$ cat src/rtl/seq_det_pkg.sv
// Shared types for the 1010 stream detector: controller FSM states and
// detector core state encoding.
package seq_det_pkg;

  typedef enum logic {
    IDLE  = 1'b0,
    SHIFT = 1'b1
  } ctrl_state_e;

  typedef enum logic [1:0] {
    S0 = 2'b00,
    S1 = 2'b01,
    S2 = 2'b10,
    S3 = 2'b11
  } det_state_e;

endpackage

$ cat src/rtl/seq_det_stream_ctrl_if.sv
// Valid/ready word stream feeding the serializer.
interface seq_det_stream_ctrl_if #(
  parameter int DATA_W = 8
);
  logic              s_valid;
  logic [DATA_W-1:0] s_data;
  logic              s_ready;

  modport master (output s_valid, output s_data, input s_ready);
  modport slave  (input s_valid, input s_data, output s_ready);
endinterface

$ cat src/rtl/seq_det_1010_step.sv
// 1010 Mealy non-overlap detector; advances only when step is high,
// clr forces S0 at the next edge.
module seq_det_1010_step
  import seq_det_pkg::*;
(
  input  logic clk,
  input  logic rst,
  input  logic step,
  input  logic clr,
  input  logic bit_in,
  output logic det
);

  det_state_e state_q, state_d;

  always_comb begin
    state_d = state_q;
    det     = 1'b0;
    if (step) begin
      case (state_q)
        S0: state_d = bit_in ? S1 : S0;
        S1: state_d = bit_in ? S1 : S2;
        S2: state_d = bit_in ? S3 : S0;
        S3: begin
          // A completed match restarts from S0 so matches never share bits.
          state_d = bit_in ? S1 : S0;
          det     = ~bit_in;
        end
      endcase
    end
    if (clr) state_d = S0;
  end

  always_ff @(posedge clk) begin
    if (rst) state_q <= S0;
    else     state_q <= state_d;
  end

endmodule

$ cat src/rtl/seq_det_stream_ctrl.sv
// Word-to-bit serializer driving a 1010 detector, with saturating
// detection counter and sticky threshold interrupt.
module seq_det_stream_ctrl
  import seq_det_pkg::*;
#(
  parameter int DATA_W     = 8,
  parameter int CNT_W      = 8,
  parameter int MSB_FIRST  = 1,
  parameter int SPAN_WORDS = 1
) (
  input  logic                  clk,
  input  logic                  rst,
  input  logic                  en,
  seq_det_stream_ctrl_if.slave  s,
  input  logic [CNT_W-1:0]      threshold,
  input  logic                  clr_cnt,
  output logic                  busy,
  output logic                  det_pulse,
  output logic [CNT_W-1:0]      det_count,
  output logic                  irq
);

  localparam int BC_W = (DATA_W > 1) ? $clog2(DATA_W) : 1;
  localparam logic [BC_W-1:0] LAST_BIT = BC_W'(DATA_W - 1);

  ctrl_state_e       state_q, state_d;
  logic [DATA_W-1:0] shreg_q, shreg_d;
  logic [BC_W-1:0]   bit_cnt_q, bit_cnt_d;
  logic              det_pulse_q, det_pulse_d;
  logic [CNT_W-1:0]  cnt_q, cnt_d, cnt_inc;
  logic              irq_q, irq_d;

  logic last_bit, ready, accept, step, cur_bit, det, det_clr;

  function automatic logic [CNT_W-1:0] sat_inc(input logic [CNT_W-1:0] v);
    return (&v) ? v : v + CNT_W'(1);
  endfunction

  assign last_bit = (bit_cnt_q == LAST_BIT);
  assign ready    = en & ~rst & ((state_q == IDLE) | ((state_q == SHIFT) & last_bit));
  assign accept   = s.s_valid & ready;
  assign step     = (state_q == SHIFT) & en;
  assign cur_bit  = (MSB_FIRST != 0) ? shreg_q[DATA_W-1] : shreg_q[0];
  assign det_clr  = accept & (SPAN_WORDS == 0);
  assign cnt_inc  = sat_inc(cnt_q);

  assign s.s_ready = ready;
  assign busy      = (state_q == SHIFT);
  assign det_pulse = det_pulse_q;
  assign det_count = cnt_q;
  assign irq       = irq_q;

  seq_det_1010_step u_core (
    .clk    (clk),
    .rst    (rst),
    .step   (step),
    .clr    (det_clr),
    .bit_in (cur_bit),
    .det    (det)
  );

  always_comb begin
    state_d   = state_q;
    shreg_d   = shreg_q;
    bit_cnt_d = bit_cnt_q;
    case (state_q)
      IDLE: begin
        if (accept) begin
          state_d   = SHIFT;
          shreg_d   = s.s_data;
          bit_cnt_d = '0;
        end
      end
      SHIFT: begin
        if (en) begin
          shreg_d   = (MSB_FIRST != 0) ? (shreg_q << 1) : (shreg_q >> 1);
          bit_cnt_d = bit_cnt_q + BC_W'(1);
          if (last_bit) begin
            // Reload on the last bit keeps one bit per cycle with no bubble.
            bit_cnt_d = '0;
            if (accept) shreg_d = s.s_data;
            else        state_d = IDLE;
          end
        end
      end
      default: state_d = IDLE;
    endcase
  end

  always_comb begin
    det_pulse_d = det;
    cnt_d       = cnt_q;
    irq_d       = irq_q;
    if (det) begin
      cnt_d = cnt_inc;
      if ((threshold != '0) && (cnt_inc >= threshold)) irq_d = 1'b1;
    end
    // Clear has priority over a coincident detection; the pulse still fires.
    if (clr_cnt) begin
      cnt_d = '0;
      irq_d = 1'b0;
    end
  end

  always_ff @(posedge clk) begin
    if (rst) begin
      state_q     <= IDLE;
      shreg_q     <= '0;
      bit_cnt_q   <= '0;
      det_pulse_q <= 1'b0;
      cnt_q       <= '0;
      irq_q       <= 1'b0;
    end else begin
      state_q     <= state_d;
      shreg_q     <= shreg_d;
      bit_cnt_q   <= bit_cnt_d;
      det_pulse_q <= det_pulse_d;
      cnt_q       <= cnt_d;
      irq_q       <= irq_d;
    end
  end

endmodule

$ cat src/flat_wrapper.sv
// flat-port wrapper written by rule: the top's interface ports become plain ports
module seq_det_stream_ctrl_flat import seq_det_pkg::*;
#(
  parameter int DATA_W     = 8,
  parameter int CNT_W      = 8,
  parameter int MSB_FIRST  = 1,
  parameter int SPAN_WORDS = 1
)
  (clk, rst, en, threshold, clr_cnt, busy, det_pulse, det_count, irq, s_s_valid, s_s_data, s_s_ready);
  seq_det_stream_ctrl_if #(.DATA_W(DATA_W)) s_i ();
  input  logic clk;
  input  logic rst;
  input  logic en;
  input  logic [CNT_W-1:0] threshold;
  input  logic clr_cnt;
  output logic busy;
  output logic det_pulse;
  output logic [CNT_W-1:0] det_count;
  output logic irq;
  input wire logic [$bits(s_i.s_valid)-1:0] s_s_valid;
  input wire logic [$bits(s_i.s_data)-1:0] s_s_data;
  output wire logic [$bits(s_i.s_ready)-1:0] s_s_ready;
  assign s_i.s_valid = s_s_valid;
  assign s_i.s_data = s_s_data;
  assign s_s_ready = s_i.s_ready;
  seq_det_stream_ctrl #(.DATA_W(DATA_W), .CNT_W(CNT_W), .MSB_FIRST(MSB_FIRST), .SPAN_WORDS(SPAN_WORDS)) u_core (.clk(clk), .rst(rst), .en(en), .s(s_i), .threshold(threshold), .clr_cnt(clr_cnt), .busy(busy), .det_pulse(det_pulse), .det_count(det_count), .irq(irq));
endmodule
$ cat config.mk
export PLATFORM = sky130hd
export DESIGN_NAME = seq_det_stream_ctrl_flat
export DESIGN_NICKNAME = d
export VERILOG_FILES = /design/src/rtl/seq_det_pkg.sv /design/src/rtl/seq_det_stream_ctrl_if.sv /design/src/rtl/seq_det_1010_step.sv /design/src/rtl/seq_det_stream_ctrl.sv /design/src/flat_wrapper.sv
export SDC_FILE = /design/constraint.sdc
export NUM_CORES = 1
export LEC_CHECK = 0
export CAP_MARGIN = 20
export CORE_UTILIZATION = 30
export CTS_CLUSTER_DIAMETER = 80
export CTS_CLUSTER_SIZE = 10
export DETAILED_ROUTE_END_ITERATION = 8
export GPL_ROUTABILITY_DRIVEN = 0
export SETUP_SLACK_MARGIN = 0.1
export SYNTH_ARGS = -nofsm -noshare
export SYNTH_HDL_FRONTEND = slang
export SYNTH_SLANG_ARGS = --single-unit
$ cat constraint.sdc
create_clock -name clk -period 3 [get_ports clk]
set_input_delay 0.3 -clock clk [delete_from_list [all_inputs] [get_ports clk]]
set_output_delay 0.3 -clock clk [all_outputs]
set_load 0.02 [all_outputs]
* Word level (Yosys, flattened, before mapping)
Cells that the tools add are included.
** Operators by class
- Add/subtract/negate cells :: 2
- $lt $le $gt $ge :: 1
- Eq/ne operators :: 6
- Mux-type cells :: 20
- Bitwise gates (word level) :: 9
- Reduce and logical (&&, ||, !) cells :: 8
** Operators by type and width (count)
- two-way mux 8 bit :: 5
- case mux 8 bit (2 select lines) :: 1
- two-way mux 3 bit :: 3
- adder 8 x 1 -> 8 bit (second input constant) :: 1
- >= comparator 8 bit :: 1
- AND reduction 8 bit :: 1
- nonzero test 8 bit :: 1
- two-way mux 1 bit :: 6
- case mux 2 bit (3 select lines) :: 1
- case mux 3 bit (2 select lines) :: 1
- AND 1 bit :: 5
- equality test 2 bit (second input constant) :: 2
- two-way mux 2 bit :: 2
- AND reduction 2 bit :: 2
- OR reduction 2 bit :: 2
- adder 3 x 1 -> 3 bit (second input constant) :: 1
- equality test 3 bit (second input constant) :: 1
- inverter 1 bit :: 3
- equality test 2 x 1 -> 1 bit (second input constant) :: 1
- logical NOT 2 bit :: 1
- != test 2 x 1 -> 1 bit (second input constant) :: 1
- != test 2 bit (second input constant) :: 1
- case mux 1 bit (2 select lines) :: 1
- logical AND 1 bit :: 1
- OR 1 bit :: 1
** Storage, ports and cells
- Register bits after elaboration :: 24
- Input port bits :: 21
- Output and inout bits :: 12
- Logic and storage cells :: 53

* Logic depth before layout (Yosys ltp)
Gate-level depths: netlist of the first run.
- Depth after elaboration :: 9
- Mapped depth :: 11
- Mapped depth without buffers :: 10

* Modules after synthesis
A second synthesis of the first run with hierarchy kept.
** Unflattened totals
- Cell total of the unflattened synthesis :: 173
- Area total of the unflattened synthesis :: 1508.9 um^2
** By module, submodules not included
- seq_det_stream_ctrl :: times used 1, cells each 157, area an instance 1356.3 um^2
- seq_det_1010_step :: times used 1, cells each 16, area an instance 152.6 um^2

* Least setup slack after synthesis of the first run
Ideal clock, no wire load.
- Kind :: register to register
- From :: register u_core.cnt_q[0], in the netlist u_core.det_count[0]
- To :: register u_core.irq_q, in the netlist u_core.irq
- Setup time :: 0.086 ns
- Arrival :: 2.473 ns
- Required time :: 2.914 ns
- Slack :: 0.441 ns
- Cell stages (with the launch flop) :: 10
- Clock period less this slack :: 2.559 ns
- Cells stage by stage :: dfxtp_1 > ha_1 > nand4_2 > or2_1 > buf_6 > mux2_4 > ha_1 > o21ai_0 > a221o_1 > a211oi_1
** On the way
- Cells in the longest elaborated chain, start to end :: 5
- Elaborated cells between the ends (all ways) :: 6
- Those cells by class :: 1 x add/sub; 1 x order compare; 1 x mux; 3 x reduce/logical
** Ends and longest elaborated chain
- from (decl) :: RTL line seq_det_stream_ctrl.sv:30 : logic [CNT_W-1:0] cnt_q, cnt_d, cnt_inc;
- from (signal assigned) :: RTL line seq_det_stream_ctrl.sv:118 : cnt_q <= cnt_d;
- adder 8 x 1 -> 8 bit / AND reduction 8 bit (equally long branches) :: RTL line seq_det_stream_ctrl.sv:36 : return (&v) ? v : v + CNT_W'(1);
- two-way mux 8 bit (*) :: RTL line seq_det_stream_ctrl.sv:36
- via u_core.cnt_inc[1] :: RTL line seq_det_stream_ctrl.sv:30
- >= comparator 8 bit (*) :: RTL line seq_det_stream_ctrl.sv:96 : if ((threshold != '0) && (cnt_inc >= threshold)) irq_d = 1'b1;
- logical AND 1 bit (*) :: RTL line seq_det_stream_ctrl.sv:96
- AND reduction 2 bit (no source line) (*)
- to (signal assigned) :: RTL line seq_det_stream_ctrl.sv:119 : irq_q <= irq_d;
- to (decl) :: RTL line seq_det_stream_ctrl.sv:31 : logic irq_q, irq_d;
The timed path passes the listed nets; every way through them passes the cells marked *.
A chain may end at the register's enable or synchronous reset.

* Final worst setup path of the first run
Ends and elaborated chain as after synthesis.

==> results by group, run 1 <==
Finish
  – Filler cell count: between 400 and 500
  – Post-Layout Cell Count: 270
  – Area of the multi-input gates: between 900 and 1000 sq um
  – Fin nets: ~240
  – Fin area: 1970 sq um
  – # diodes: 0
  – Area Growth Syn to Fin: 27.5%
  – Share of layout cells above drive strength 1: 8.87%
  – Sequential cell area: ~480 sq um
  – Fin util: between 40% and 50%

Critical path
  – Crit end category: register
  – WP data required: 3.19 ns
  – Type of the worst setup path: reg2reg
  – Max FO, Critical Path: 6
  – Reg2reg path depth: 8
  – Crit path from: u_core.det_count[0]$_SDFFE_PP0P_
  – Launching point of the worst reg2reg path: u_core.det_count[0]$_SDFFE_PP0P_
  – Crit path DAT: 2.78 ns
  – Crit start category: register

Detailed routing
  – DRC viols: 0
  – Pre-antenna DRT Iters: 4
  – Routed Antenna Nets: 0
  – WL per Instance: roughly 11 um
  – DR iter-0 viols: 72
  – Routed WL: 3.10 mm
  – DR vias: 1308
  – Vias per std cell: around 4.8

Yosys
  – Post-synth top flop: dfxtp_1
  – Register bit total from synthesis: 24
  – Syn_area_per_cell: about 8.9 sq um
  – Post-synthesis cell area: 1550 sq um
  – Synth Instances: between 150 and 200
  – Post-synthesis sequential area ratio: between 30% and 40%
  – Syn_nets: 209
  – Post-synth EDFFs: 0
  – FFs w/ async S/R, synth: 0%
  – Cell variety after synth: between 40 and 50
  – Synth warnings: 0

Global routing
  – Largest net degree at the start of global routing: 16
  – GR Overflow Total: 0
  – Initial antenna violation count: 0
  – First-pass GRT wire length: 5.37 mm
  – Gr usage total: 12.5%
  – Vias in the first global route: roughly 1200

Worst hold path
  – Worst hold stages: 2
  – Hold path start: u_core.shreg_q[0]$_SDFFE_PP0P_
  – Hold Crit Class: reg2reg

CTS
  – Total CTS buffers: 3
  – Hold Buf Count CTS: 0
  – H-Tree Depth: 1
  – CTS clk-pin slew, worst paths: 0.09 ns
  – Post-CTS resize count: 0
  – Clk sinks: 24
  – Root Buffer: clkbuf_8
  – Clk Latency, worst-skew pair: ~0.27 ns
  – TritonCTS clock tree: yes
  – Setup bufs post-CTS: 0
  – Clock Path Buffers: 2

Place
  – Port Buffers: 32
  – Post-DP HPWL: 2.38 mm
  – Placed cell count: around 270
  – Dpl cell area: 1900 sq um

Floorplan
  – Die W: around 74 um
  – Initial Util: a little under a third
  – Core box area: 4850 sq um
  – Die Ht: 73.8 um
  – Num ports: 33
  – Die area: ~5400 sq um
  – # rows: 25

STA
  – Worst Tran Pin Value: a little under 0.6 ns
  – Worst clock skew: 0.00458 ns
  – Final hold vios: 0
  – RSZ-0062 raised after global routing: false
  – Slew margin rel.: just over 60%
  – Period utilisation layout: around 86%
  – Final min period: ~2.6 ns
  – FMAX: just under 400 MHz
  – Max Slew Vio Count: 0
  – Final setup fails: 0
  – Setup TNS: 0 ns

Flow run
  – Number of max-cap violations: 0

Power and ir drop
  – Peak VDD IR: about 0.00032 V
  – PD cells: between 300 and 400 nW/um^2
  – Leak pwr: between 0.7 and 0.8 nW

Run status
  – Status: finished, final reports clean
-- layer usage --
metal | part of all wire [%] | wire length, um | GRT usage (%) | vias up
li1 | - | - | - | 690
met1 | 49 | 1540 | 15.4 | 583
met2 | 44 | 1350 | 21.3 | 31
met3 | 6.3 | 195 | 3.57 | 4
met4 | 0.64 | 20 | 2.99 | 0
met5 | 0 | 0 | 0 | -
-- through the flow --
stage	setup slack (ns)	hold WS, ns	power, mW
global placement	0.496	0.442	0.438
floorplan	0.441	0.431	0.398
global route	0.287	0.492	0.753
finish	0.416	0.458	0.722
detailed placement	0.438	0.447	0.438
CTS	0.414	0.461	0.732
-- critical path: stages, from the launching register on --
cell and delay (ns):
dfxtp_1 0.44, ha_1 0.32, nand4_2 0.20, or2_1 0.37, mux2_4 0.33, ha_1 0.26
o21ai_0 0.08, a221o_1 0.33, a211oi_1 0.18
-- where the power goes --
part	leakage (nW)	internal, mW	switching (mW)
logic	0.539	0.0511	0.0418
registers	0.195	0.329	0.00819
clock network	0.0357	0.179	0.113
total	0.770	0.558	0.163
-- synthesized netlist by cell type, types with 2 or more instances --
| cell type | count | area (sq um) |
|---|---|---|
| a211oi_1 | 5 | 37.5 |
| a211oi_2 | 5 | 62.6 |
| a21oi_1 | 11 | 55.1 |
| a22oi_1 | 3 | 22.5 |
| a31oi_1 | 2 | 12.5 |
| buf_6 | 3 | 33.8 |
| clkbuf_1 | 3 | 11.3 |
| dfxtp_1 | 24 | 480 |
| ha_1 | 14 | 175 |
| inv_1 | 12 | 45.0 |
| mux2_2 | 2 | 22.5 |
| mux2i_1 | 7 | 70.1 |
| nand2_1 | 7 | 26.3 |
| nand3_1 | 7 | 35.0 |
| nand4_1 | 2 | 12.5 |
| nor2_1 | 19 | 71.3 |
| nor2b_1 | 4 | 25.0 |
| nor3_1 | 3 | 15.0 |
| nor3b_1 | 2 | 15.0 |
| nor4_1 | 3 | 18.8 |
| o21a_1 | 4 | 30.0 |
| o21ai_0 | 5 | 25.0 |
| o21ai_4 | 2 | 32.5 |
| or3_1 | 2 | 12.5 |
| xor2_1 | 2 | 17.5 |
-- cell families after synthesis --
| logic type | synth area share [%] |
|---|---|
| XOR/XNOR | 1.70 |
| AO/OA/AOI/OAI | 20.7 |
| adder cells (fa/ha/maj) | 11.3 |
| buffers and inverters | 6.64 |
| AND/OR/NAND/NOR | 21.5 |
| multiplexers | 6.96 |
| flip-flops | 31.1 |
-- sequential cells by signal, summed over array words and instances, names as in the netlist --
signal / cells
u_core.bit_cnt_q: 3
u_core.det_pulse: 1
u_core.busy: 1
u_core.u_core.state_q: 2
u_core.irq: 1
u_core.det_count: 8
u_core.shreg_q: 8
-- final timing paths --
| path | to | slack, ns |
|---|---|---|
| setup / recovery | u_core.irq$_SDFFE_PP0P_ | 0.42 |
| hold / removal | u_core.shreg_q[0]$_SDFFE_PP0P_ | 0.46 |
| setup reg to reg | u_core.irq$_SDFFE_PP0P_ | 0.42 |
| hold reg to reg | u_core.shreg_q[0]$_SDFFE_PP0P_ | 0.46 |
-- placed cells by master (no fill, tap or decap), drive strengths merged, types with 3 or more instances in the layout --
cell and n:
a211oi 10, a21oi 11, a22oi 3, clkbuf 3
clkdlybuf4s50 32, dfxtp 24, ha 14, inv 12
mux2 3, mux2i 7, nand2 7, nand3 7
nand4 3, nor2 19, nor2b 4, nor3 3
nor4 3, o21a 4, o21ai 7
-- final cells by class --
type | count | area share, %
clock buffer | 3 | 2.10
clock inverter | 1 | 1.52
inverter | 12 | 2.29
multi-input combinational | 130 | 48.8
sequential | 24 | 24.4
tap | 67 | 4.25
timing repair buffer | 33 | 16.6
Note: power is estimated with default switching activity, not from simulation.
==> run 2, diff against run 1 <==
CORE_UTILIZATION = 45   (was 30)
PLACE_DENSITY = 0.72   (was unset)
clock period = 2.8 ns   (was 3 ns; I/O delays follow)
==> results by group, run 2 (synthesis results as in run 1) <==
Run status
  – Status: finished, final reports clean

Global routing
  – GR Overflow Total: 0
  – Vias in the first global route: 1377
  – Largest net degree at the start of global routing: 16
  – Gr usage total: between 15 and 20%
  – First-pass GRT wire length: between 5 and 6 mm
  – Initial antenna violation count: 0

Finish
  – Post-Layout Cell Count: 247
  – # diodes: 0
  – Commonest cells after routing, fill and taps aside: clkdlybuf4s50_1, dfxtp_1, nor2_1
  – Fin nets: approximately 240
  – Commonest non-fill, non-tap cell in the layout: clkdlybuf4s50_1
  – Share of layout cells above drive strength 1: 10.3%
  – Area Growth Syn to Fin: 23.8%
  – Fin area: roughly 1900 sq um
  – Fin util: about three fifths

STA
  – Final hold vios: 0
  – Final min period: ~2.4 ns
  – Setup TNS: 0 ns
  – Max Slew Vio Count: 0
  – FMAX: about 410 MHz
  – Final setup fails: 0
  – Period utilisation layout: 87.0%
  – RSZ-0062 raised after global routing: false
  – Worst Tran Pin Value: between 0.5 and 0.6 ns
  – Slew margin rel.: 62.4%
  – Worst clock skew: ~0.0019 ns

CTS
  – Clk Latency, worst-skew pair: 0.31 ns
  – Clock Path Buffers: 2
  – Setup bufs post-CTS: 0
  – Clk sinks: 24
  – H-Tree Depth: 1
  – Post-CTS resize count: 0
  – CTS clk-pin slew, worst paths: between 0.1 and 0.15 ns
  – TritonCTS clock tree: yes
  – Hold Buf Count CTS: 0
  – Root Buffer: clkbuf_4
  – Total CTS buffers: 3

Critical path
  – Crit end category: register
  – Critical Path Sink: u_core.irq$_SDFFE_PP0P_
  – Crit start category: register
  – WP data required: roughly 3 ns
  – Reg-to-Reg End: u_core.irq$_SDFFE_PP0P_
  – Reg2reg path depth: 8
  – Max FO, Critical Path: 6
  – Reg2Reg Setup Slack: approximately 0.36 ns
  – Type of the worst setup path: reg2reg
  – Crit path DAT: roughly 2.7 ns
  – Crit path from: u_core.det_count[1]$_SDFFE_PP0P_
  – Launching point of the worst reg2reg path: u_core.det_count[1]$_SDFFE_PP0P_

Detailed routing
  – Vias per std cell: approximately 5.4
  – DR iter-0 viols: 40
  – Routed Antenna Nets: 0
  – DR vias: 1339
  – WL per Instance: ~13 um
  – Routed WL: between 3 and 4 mm
  – DRC viols: 0
  – Pre-antenna DRT Iters: 4

Floorplan
  – Core box area: between 3000 and 4000 sq um
  – Die Ht: 60.6 um
  – Die area: roughly 3700 sq um
  – Initial Util: 49.0%
  – Die W: a little over 60 um
  – Num ports: 33
  – # rows: 20

Place
  – Post-DP HPWL: ~2.5 mm
  – Port Buffers: 32
  – Placed cell count: ~240
  – Dpl cell area: 1870 sq um

Power and ir drop
  – Leak pwr: about 0.75 nW
  – Peak VDD IR: approximately 0.00028 V
  – PD cells: approximately 340 nW/um^2

Worst hold path
  – Hold path start: u_core.shreg_q[0]$_SDFFE_PP0P_
  – Hold Crit Class: reg2reg

Flow run
  – Number of max-cap violations: 0
-- run 2: routing by layer --
metal  up-vias  wire length, um  track usage [%]
met5         -                0                0
met4         0               38             8.44
met3         4              104             2.35
met2        22             1570             35.6
met1       626             1500             23.4
li1        687                -                -
-- run 2: where the power goes --
part / switching (mW) / leakage [nW] / internal (mW) / total, mW
Combinational: 0.0459 / 0.538 / 0.0551 / 0.101
Sequential: 0.00924 / 0.196 / 0.352 / 0.362
Clock: 0.100 / 0.0210 / 0.0793 / 0.180
-- run 2: worst max-delay path, stage by stage, from the launching register on --
cell and delay (ns):
dfxtp_1 0.42, ha_2 0.27, nand4_2 0.19, or2_4 0.33
mux2_4 0.30, ha_1 0.27, o21ai_0 0.07, a221o_1 0.32
a211oi_1 0.18
-- run 2: worst min-delay path by stage --
stage / to / slack (ns) / depth (start not counted)
floorplan: u_core.shreg_q[0]$_SDFFE_PP0P_ / 0.43 / 2
global placement: u_core.shreg_q[0]$_SDFFE_PP0P_ / 0.44 / 2
detailed placement: u_core.shreg_q[0]$_SDFFE_PP0P_ / 0.45 / 2
CTS: u_core.shreg_q[0]$_SDFFE_PP0P_ / 0.47 / 2
global route: u_core.shreg_q[0]$_SDFFE_PP0P_ / 0.50 / 2
finish: u_core.shreg_q[0]$_SDFFE_PP0P_ / 0.46 / 2
-- run 2: area by class of cell --
cell class,instances,area [sq um]
fill,308,1240
multi-input combinational,130,967
sequential,24,482
timing repair buffer,33,328
tap,44,55.1
inverter,12,45.0
clock buffer,4,36.3
-- run 2: metrics by stage --
step	power [mW]	hold WS, ns	setup slack [ns]
3_3_place_gp	0.467	0.443	0.342
6_report	0.642	0.463	0.364
2_1_floorplan	0.427	0.431	0.241
3_5_place_dp	0.471	0.447	0.240
5_1_grt	0.682	0.499	0.154
4_1_cts	0.653	0.466	0.203
==> run 3, diff against run 2 <==
ABC_AREA = 1   (was unset)
CORE_MARGIN = 1.5   (was unset)
==> results by group, run 3 <==
Run status
  – Status: finished, final reports clean

STA
  – Final setup fails: 0
  – RSZ-0062 raised after global routing: false
  – Hold WS: 0.482 ns
  – FMAX: around 440 MHz
  – Final hold vios: 0
  – Worst Slack Setup Final: between 0.5 and 0.6 ns
  – Slew margin rel.: 69.5%
  – Period utilisation layout: around four fifths
  – Max Slew Vio Count: 0
  – Setup TNS: 0 ns
  – Worst clock skew: roughly 0.0076 ns
  – Final min period: 2.29 ns
  – Worst Tran Pin Value: approximately 0.46 ns

Global routing
  – Largest net degree at the start of global routing: 17
  – Gr usage total: around 18%
  – Initial antenna violation count: 0
  – First-pass GRT wire length: just over 5 mm
  – Vias in the first global route: between 1000 and 1500
  – GR Overflow Total: 0

Finish
  – Fin nets: about 300
  – Post-Layout Cell Count: roughly 310
  – Share of layout cells above drive strength 1: 5.22%
  – Commonest cells after routing, fill and taps aside: nand2_1, inv_1, nor2_1
  – Filler cell count: approximately 340
  – Area Growth Syn to Fin: 24.5%
  – Fin util: between 50% and 60%
  – Commonest non-fill, non-tap cell in the layout: nand2_1
  – # diodes: 0
  – Fin area: between 1500 and 2000 sq um

Detailed routing
  – DRC viols: 0
  – Routed Antenna Nets: 0
  – DR vias: 1406
  – WL per Instance: around 10 um
  – DR iter-0 viols: 43
  – Vias per std cell: about 4.5
  – Pre-antenna DRT Iters: 4
  – Routed WL: 3.13 mm

Yosys
  – Post-synth top flop: dfxtp_1
  – Syn_area_per_cell: about 6.6 sq um
  – Post-synth EDFFs: 0
  – Compound-gate portion of the synthesized area: between 10% and 20%
  – Top cells by count, synth: nand2_1, inv_1, nor2_1
  – Most area-consuming cells after synthesis: dfxtp_1, nand2_1, ha_1
  – Post-synthesis mux area share: 0%
  – Fraction of the mapped netlist area in adder cells: between 10% and 20%
  – Syn_nets: roughly 270
  – Post-synthesis cell area: roughly 1600 sq um
  – Top-count cell post-synth: nand2_1
  – Cell variety after synth: 28
  – Post-synthesis sequential area ratio: 30.7%
  – Register bit total from synthesis: 24
  – Area leader, netlist: dfxtp_1
  – Top-area cell type share of the netlist area: just over 30%
  – Largest family of logic cells by synthesized area: simple AND/OR/NAND/NOR gates
  – Synth Instances: about 240
  – Synth warnings: 0
  – Post-synthesis simple-gate area fraction: a little under a third
  – FFs w/ async S/R, synth: 0%
  – Xor and xnor area share after synthesis: 2.80%

CTS
  – Post-CTS resize count: 0
  – Clk Latency, worst-skew pair: 0.33 ns
  – Clock Path Buffers: 2
  – CTS clk-pin slew, worst paths: about 0.13 ns
  – Total CTS buffers: 3
  – Setup bufs post-CTS: 0
  – Hold Buf Count CTS: 0
  – H-Tree Depth: 1
  – Root Buffer: clkbuf_4
  – TritonCTS clock tree: yes
  – Clk sinks: 24

Floorplan
  – Die W: 61.9 um
  – Core box area: approximately 3300 sq um
  – Initial Util: a little under half
  – Num ports: 33
  – Die area: 3840 sq um
  – Die Ht: between 60 and 70 um
  – # rows: 21

Critical path
  – Launching point of the worst reg2reg path: u_core.det_count[1]$_SDFFE_PP0P_
  – Critical path's largest stage delay: about 0.63 ns
  – Critical path's most frequent cell: ha_1
  – Crit path from: u_core.bit_cnt_q[0]$_SDFFE_PP0P_
  – Type of the worst setup path: reg2out
  – Cell family with most CP delay: buffers and inverters
  – Crit start category: register
  – WP data required: between 2 and 3 ns
  – Crit path DAT: ~2 ns
  – Crit-path cells: ha_1 > ha_1 > inv_1 > nand2_1 > nand2_2 > nor2_4 > clkdlybuf4s50_1
  – Critical path's slowest cell: clkdlybuf4s50_1
  – Max FO, Critical Path: 4
  – Buf/Inv on CP: 2
  – Crit end category: output pin

Power and ir drop
  – Leak pwr: just under 1 nW
  – PD cells: 334 nW/um^2
  – Total chip power: around 0.65 mW
  – Peak VDD IR: about 0.00024 V

Place
  – DP Worst Slack: just under 0.7 ns
  – Post-DP HPWL: roughly 2.4 mm
  – Dpl cell area: about 1900 sq um
  – Port Buffers: 32
  – Placed cell count: 310

Flow run
  – Number of max-cap violations: 0

Worst hold path
  – Hold Crit Class: reg2reg
  – Hold path start: u_core.irq$_SDFFE_PP0P_
run 3: worst register-to-register path, cell delays in order, from the launching register on:
cell	delay [ns]
dfxtp_1	0.42
ha_1	0.21
nand2_1	0.09
inv_1	0.10
nand3_2	0.18
inv_1	0.12
nand2_1	0.07
and2_1	0.14
ha_1	0.26
nand2_1	0.06
nand3_1	0.07
nand2_1	0.06
nand2_1	0.04
nand2_1	0.05
nand2_1	0.04
nand2_1	0.05
a21oi_1	0.05
run 3: cells by family (layout without fill, tap and decap cells):
group	count (synthesis)	in the layout
simple gates	109	109
compound gates	34	34
buf+inv	50	82
xor+xnor	5	5
flops	24	24
fa+ha+maj	14	14
run 3: layout make-up:
cell class / instances / area [sq um] / share of cell area (%)
sequential: 24 / 480 / 24.7
timing repair buffer: 32 / 320 / 16.5
tap: 46 / 57.6 / 2.96
clock buffer: 4 / 36.3 / 1.86
inverter: 46 / 173 / 8.87
multi-input combinational: 162 / 878 / 45.1
run 3: per-layer routing:
metal | track usage, % | wire length (um) | vias up
li1 | - | - | 794
met1 | 26.3 | 1690 | 584
met2 | 26.3 | 1280 | 23
met3 | 1.86 | 87 | 5
met4 | 8.21 | 68 | 0
met5 | 0 | 0 | -
run 3: final timing paths:
kind                            depth (start not counted)  slack (ns)                      end
worst min-delay path                                    2        0.48  u_core.irq$_SDFFE_PP0P_
worst max register to register                         16        0.69  u_core.irq$_SDFFE_PP0P_
worst min register to register                          2        0.48  u_core.irq$_SDFFE_PP0P_
worst max-delay path                                    7        0.51                s_s_ready
run 3: report_power, final:
part | internal, mW | switching [mW] | leakage (nW)
combinational | 0.0498 | 0.0509 | 0.745
clock | 0.0797 | 0.107 | 0.0210
sequential | 0.354 | 0.00893 | 0.195
total | 0.483 | 0.167 | 0.960
